<file path="src/rtl/seq_detect_pkg.sv">
// seq_detect_pkg
//   Shared types and helpers for the parametrised serial pattern detector.
//   - state_t   : detector FSM states
//   - DEF_*     : default parameter values for the top level
//   - masked_eq : compares the low 'len' bits of two vectors
package seq_detect_pkg;

   typedef enum logic {
      ST_IDLE = 1'b0,
      ST_HUNT = 1'b1
   } state_t;

   localparam int DEF_MAX_LEN = 8;
   localparam int DEF_CNT_W   = 16;

   // Compare width of masked_eq. It caps MAX_LEN at 64.
   localparam int CMP_W = 64;

   // The pattern is held LSB-aligned, so only bits [len-1:0] take part.
   function automatic logic masked_eq(input logic [CMP_W-1:0] a,
                                      input logic [CMP_W-1:0] b,
                                      input int               len);
      logic eq;
      eq = 1'b1;
      for (int i = 0; i < CMP_W; i++) begin
         if (i < len && a[i] != b[i]) eq = 1'b0;
      end
      return eq;
   endfunction

endpackage

</file>
<file path="src/rtl/seq_detect_sat_cnt.sv">
// seq_detect_sat_cnt
//   W-bit counter that saturates at all-ones, with a synchronous clear.
//   Ports:
//     clk  in  clock (rising edge)
//     rst  in  synchronous active-high reset
//     clr  in  synchronous clear. Same effect as rst.
//     inc  in  increment request. Ignored once the counter is saturated.
//     cnt  out current count
module seq_detect_sat_cnt #(
   parameter int W = 16
) (
   input  logic         clk,
   input  logic         rst,
   input  logic         clr,
   input  logic         inc,
   output logic [W-1:0] cnt
);

   always_ff @(posedge clk) begin
      if (rst || clr)
         cnt <= '0;
      else if (inc && cnt != {W{1'b1}})
         cnt <= cnt + W'(1);
   end

endmodule

</file>
<file path="src/rtl/seq_detect_param.sv">
// seq_detect_param
//   Runtime-programmable serial bit-pattern detector. The pattern, its length
//   and the overlap mode sit in shadow registers that change only on CFG_LOAD.
//   MATCH pulses for one cycle after the edge that accepts the completing bit.
//   Build option: define SEQ_DETECT_CNT_EN to build the saturating MATCH_CNT
//   counter. Without it, MATCH_CNT is tied to 0.
//   Ports:
//     CLK       in   clock (rising edge)
//     RST       in   synchronous active-high reset
//     IN        in   serial data bit
//     IN_VALID  in   qualifies IN
//     CFG_LOAD  in   captures PAT/PAT_LEN/OVERLAP and clears history/count
//     PAT       in   pattern. PAT[PAT_LEN-1] is the first bit received.
//     PAT_LEN   in   pattern length, valid range 1..MAX_LEN
//     OVERLAP   in   1 = overlapping matches allowed
//     MATCH     out  registered hit pulse
//     MATCH_CNT out  saturating hit count
//     CFG_ERR   out  loaded PAT_LEN was out of range
module seq_detect_param
   import seq_detect_pkg::*;
#(
   parameter int MAX_LEN = DEF_MAX_LEN,
   parameter int LEN_W   = $clog2(MAX_LEN + 1),
   parameter int CNT_W   = DEF_CNT_W
) (
   input  logic               CLK,
   input  logic               RST,
   input  logic               IN,
   input  logic               IN_VALID,
   input  logic               CFG_LOAD,
   input  logic [MAX_LEN-1:0] PAT,
   input  logic [LEN_W-1:0]   PAT_LEN,
   input  logic               OVERLAP,
   output logic               MATCH,
   output logic [CNT_W-1:0]   MATCH_CNT,
   output logic               CFG_ERR
);

   state_t             state_q, state_d;
   logic [MAX_LEN-1:0] hist_q, hist_d;
   logic [LEN_W-1:0]   fill_q, fill_d;
   logic [MAX_LEN-1:0] pat_q, pat_d;
   logic [LEN_W-1:0]   len_q, len_d;
   logic               ovl_q, ovl_d;
   logic               err_q, err_d;
   logic               match_q;
   logic               hit;
   logic               len_ok;
   logic               accept;

   assign len_ok = (PAT_LEN != '0) && (PAT_LEN <= LEN_W'(MAX_LEN));
   // Bits arriving in ST_IDLE are dropped. CFG_LOAD wins over a coincident bit.
   assign accept = IN_VALID && !CFG_LOAD && (state_q == ST_HUNT);

   always_ff @(posedge CLK) begin
      if (RST) begin
         state_q <= ST_IDLE;
         hist_q  <= '0;
         fill_q  <= '0;
         pat_q   <= '0;
         len_q   <= '0;
         ovl_q   <= 1'b0;
         err_q   <= 1'b0;
         match_q <= 1'b0;
      end else begin
         state_q <= state_d;
         hist_q  <= hist_d;
         fill_q  <= fill_d;
         pat_q   <= pat_d;
         len_q   <= len_d;
         ovl_q   <= ovl_d;
         err_q   <= err_d;
         match_q <= hit;
      end
   end

   always_comb begin
      state_d = state_q;
      hist_d  = hist_q;
      fill_d  = fill_q;
      pat_d   = pat_q;
      len_d   = len_q;
      ovl_d   = ovl_q;
      err_d   = err_q;
      hit     = 1'b0;

      if (CFG_LOAD) begin
         pat_d   = PAT;
         len_d   = PAT_LEN;
         ovl_d   = OVERLAP;
         hist_d  = '0;
         fill_d  = '0;
         state_d = len_ok ? ST_HUNT : ST_IDLE;
         err_d   = !len_ok;
      end else if (accept) begin
         // The low MAX_LEN bits of {HIST, IN} are the shifted history, so the
         // window is compared after the shift.
         hist_d = {hist_q[MAX_LEN-2:0], IN};
         if (fill_q != LEN_W'(MAX_LEN))
            fill_d = fill_q + LEN_W'(1);
         // The fill check stops a match from using stale zeros in the history
         // after a clear.
         if (({1'b0, fill_q} + (LEN_W+1)'(1)) >= {1'b0, len_q} &&
             masked_eq(CMP_W'(hist_d), CMP_W'(pat_q), int'(len_q)))
            hit = 1'b1;
         if (hit && !ovl_q)
            fill_d = '0;
      end
   end

   assign MATCH   = match_q;
   assign CFG_ERR = err_q;

`ifdef SEQ_DETECT_CNT_EN
   seq_detect_sat_cnt #(
      .W   (CNT_W)
   ) u_cnt (
      .clk (CLK),
      .rst (RST),
      .clr (CFG_LOAD),
      .inc (hit),
      .cnt (MATCH_CNT)
   );
`else
   assign MATCH_CNT = '0;
`endif

endmodule

</file>
<file path="config.mk">
export PLATFORM = sky130hd
export DESIGN_NAME = seq_detect_param
export DESIGN_NICKNAME = d
export VERILOG_FILES = /design/src/rtl/seq_detect_pkg.sv /design/src/rtl/seq_detect_sat_cnt.sv /design/src/rtl/seq_detect_param.sv
export SDC_FILE = /design/constraint.sdc
export NUM_CORES = 1
export LEC_CHECK = 0
export ABC_AREA = 0
export CAP_MARGIN = 10
export CORE_MARGIN = 3
export CORE_UTILIZATION = 49
export DETAILED_ROUTE_END_ITERATION = 6
export MAX_ROUTING_LAYER = met4
export PLACE_DENSITY = 0.8
export SYNTH_ARGS = -nofsm -noshare
export SYNTH_HDL_FRONTEND = slang
export SYNTH_HIERARCHICAL = 1
export SYNTH_SLANG_ARGS = --single-unit
</file>
<file path="constraint.sdc">
create_clock -name CLK -period 2.4 [get_ports CLK]
set_clock_uncertainty 0.15 [all_clocks]
set_input_delay 0.48 -clock CLK [delete_from_list [all_inputs] [get_ports CLK]]
set_output_delay 0.48 -clock CLK [all_outputs]
set_load 0.02 [all_outputs]
</file>
==> flow_summary.json <==
{
  "synth_area_sq_mm": 0.001470,
  "tritoncts": "built",
  "timing.final.setup_violations": 0,
  "clkTransAtPathRegs_ps": 160,
  "h_tree_levels": 1,
  "syn2layout_area_growth_pct": 13.45,
  "timing.hold.worst_endpoint": "hist_q[1]",
  "cells_traversed_along_the_worst_timing_path": "ha_1 > xor2_1 > ha_1 > o21ai_0 > o21ai_1 > nand2_1 > nor4_2 > o22ai_1",
  "reg2reg_depth": 8,
  "rows": 19,
  "run_status": "finished, final reports clean",
  "finalWirelength_mm": 2.930,
  "synthesis.area_per_instance_sq_um": 8.856,
  "synth_seq_area_share_pct": 36.77,
  "most-common-layout-cells": "sky130_fd_sc_hd__dfxtp_1, sky130_fd_sc_hd__nor2_1, sky130_fd_sc_hd__clkdlybuf4s50_1",
  "num_antenna_cells": 0,
  "yosys_register_bits": 27,
  "chipWidth_um": 60.78,
  "critical-path-max-stage-delay_ps": 390,
  "io-pin-count": 36,
  "async_sr_flop_fraction_pct": 0,
  "synth_edf_count": 0,
  "fin_nets": 211,
  "layout_worst_path_cycle_share_pct": 94.03,
  "clockBufferDepth": 2,
  "r2r_setup_slack_ps": 140,
  "syn-instance-count": 166,
  "worst_setup_path_end_kind": "flop",
  "arrival_ps": 2340,
  "root_buffer": "sky130_fd_sc_hd__clkbuf_4",
  "crit_family": "adder cells",
  "grt_pass1_wl_mm": 4.726,
  "insertion_delay_ps": 340,
  "vias": 1139,
  "r2r-start": "fill_q[0]",
  "min_cycle_time_layout_ps": 2257,
  "numCtsBuffers": 3,
  "drtAntennaViolNets": 0,
  "timing_worst_setup_path_type": "flop to flop",
  "grt_usage_pct": 17.48,
  "hold_depth": 2,
  "largest_net_degree_at_the_start_of_global_routing": 18,
  "hp-start": "hist_q[0]",
  "worst-endpoint-required_ps": 2480,
  "globalRoute.totalOverflow": 0,
  "synth.yosys.warnings": 6,
  "critPathSlowestCell": "sky130_fd_sc_hd__dfxtp_2",
  "final.setup.tns_ps": 0,
  "path_buf_inv": 0,
  "crit-reg2reg-capture": "fill_q[3]",
  "critPathMaxFanout": 6,
  "floorplan_die_area_sq_mm": 0.003694,
  "post-dp-hpwl_mm": 2.199,
  "final_layout_size_suffix_gt1_share_pct": 10.22,
  "drt_pass1_iterations": 4,
  "initial_core_util_pct": 52.41,
  "max_slew.worst_pin.slew_ps": 517.1,
  "via_count_of_the_first_global_routing_pass": 1086,
  "cts_hold_repair.buffers": 0,
  "worst_slew_margin_rel_pct": 65.16,
  "grt_antenna_before_repair": 0,
  "postSynth.topFlopCell": "sky130_fd_sc_hd__dfxtp_1",
  "yosys.cell_types.count": 39,
  "crit_top_cell": "sky130_fd_sc_hd__ha_1",
  "gpl.final_weighted_congestion": 0.8173,
  "worst_setup_path_start_kind": "flop",
  "hold_viol": 0,
  "power.density_mw_per_mm2": 503.5,
  "final_slew_violations": 0,
  "detail_route.wl_per_cell_um": 13.50,
  "power_leakage_nw": 0.6903,
  "portBuffers": 19,
  "rsz0062_at_grt": "no",
  "dp.cells": 213,
  "area_inside_the_core_boundary_sq_mm": 0.002805,
  "commonest_non_fill_non_tap_cell_in_the_layout": "sky130_fd_sc_hd__dfxtp_1",
  "max_cap_viol_count": 0,
  "vdd_ir_drop_max_mv": 0.4023,
  "hp-class": "flop to flop",
  "die_height_um": 60.78,
  "detail_route.iter0.violations": 36,
  "drc_errors": 0,
  "final_cells": 217,
  "clock-sinks": 27,
  "fin_hold_ws_ps": 324.5,
  "via_per_inst": 5.249,
  "fmax_mhz": 443.1
}
==> synthesized netlist by cell type, types with 2 or more instances <==
cell type                  instances  area, sq um
sky130_fd_sc_hd__dfxtp_1          27        540.5
sky130_fd_sc_hd__a211oi_1          2        15.01
sky130_fd_sc_hd__nand3_1           5        25.02
sky130_fd_sc_hd__ha_1              6        75.07
sky130_fd_sc_hd__o21ai_0           3        15.01
sky130_fd_sc_hd__mux2i_1          14        140.1
sky130_fd_sc_hd__o22ai_1           2        12.51
sky130_fd_sc_hd__nand2_1          17        63.81
sky130_fd_sc_hd__clkbuf_1          2        7.510
sky130_fd_sc_hd__buf_4            17        127.6
sky130_fd_sc_hd__nor2_1           19        71.32
sky130_fd_sc_hd__xor2_1            7        61.31
sky130_fd_sc_hd__a21oi_1           9        45.04
sky130_fd_sc_hd__xnor2_1           4        35.03
sky130_fd_sc_hd__inv_1             6        22.52
sky130_fd_sc_hd__o21ai_1           2        10.01
sky130_fd_sc_hd__buf_2             2        10.01
==> area by class of cell <==
| cell class | count | area, sq um |
|---|---|---|
| Clock inverter | 1 | 7.507 |
| Multi-Input combinational cell | 125 | 809.5 |
| Sequential cell | 27 | 543.0 |
| Tap cell | 31 | 38.79 |
| Fill cell | 243 | 1137 |
| Clock buffer | 3 | 22.52 |
| Timing Repair Buffer | 23 | 220.2 |
| Inverter | 7 | 26.28 |
==> power breakdown <==
part | internal, mW | switching (mW) | leakage [nW] | total [mW]
Combinational | 0.0712 | 0.0843 | 0.455 | 0.155
Clock | 0.0639 | 0.143 | 0.0139 | 0.207
Sequential | 0.464 | 0.0132 | 0.222 | 0.478
Total | 0.600 | 0.240 | 0.690 | 0.840
==> per-layer routing <==
layer / wire, um / share of wire [%] / global-route usage (%)
met5: 0 / 0 / -
met4: 78 / 2.7 / 7.430
met3: 119 / 4.1 / 2.340
met2: 1455 / 50 / 29.92
met1: 1277 / 44 / 20.34
==> timing repair <==
action	4_1_cts	5_1_grt
resized for setup	0	2
setup buffers	0	0
setup endpoints to repair	0	2
==> worst min-delay path, delay by kind of cell, from the launching register on <==
family / cells / cell delay (ps)
compound gates: 1 / 50
simple gates: 1 / 60
flops: 1 / 360
==> through the flow <==
stage                     cell area, sq um  power (mW)  utilization (%)  worst slack [ps]
after floorplan                       1526      0.6102                -             385.5
after detailed placement              1635      0.6412            58.30             45.42
after CTS                             1665      0.8429            59.37             113.3
after global placement                1635      0.6362            58.30             147.2
final                                 1668      0.8398            59.46             143.3
after global routing                  1668      0.8799            59.46             18.42
==> cells by family (layout without fill, tap and decap cells) <==
kind of cell	count (synthesis)	in the layout	share of synthesized area [%]
buf+inv	29	34	12.00
mux	14	14	9.532
xor+xnor	11	11	6.553
other cells	1	16	0.2551
compound gates	25	25	11.66
fa+ha+maj	6	6	5.106
simple gates	53	53	18.13
flops	27	27	36.77
==> flip-flops by register name (all words and copies together), names as in the netlist <==
| name | flops |
|---|---|
| pat_q | 8 |
| hist_q | 7 |
| fill_q | 4 |
| len_q | 4 |
| CFG_ERR | 1 |
| MATCH | 1 |
| ovl_q | 1 |
| state_q | 1 |
==> worst max path at each step <==
stage / startpoint / endpoint / slack [ps] / cells past startpoint
after floorplan: fill_q[0] / fill_q[0] / 390 / 8
after global placement: IN / fill_q[3] / 150 / 6
after detailed placement: IN / fill_q[3] / 50 / 7
after CTS: fill_q[2] / fill_q[3] / 110 / 9
after global routing: fill_q[1] / fill_q[0] / 20 / 8
final: fill_q[0] / fill_q[3] / 140 / 8
Note: power is estimated with default switching activity, not from simulation.
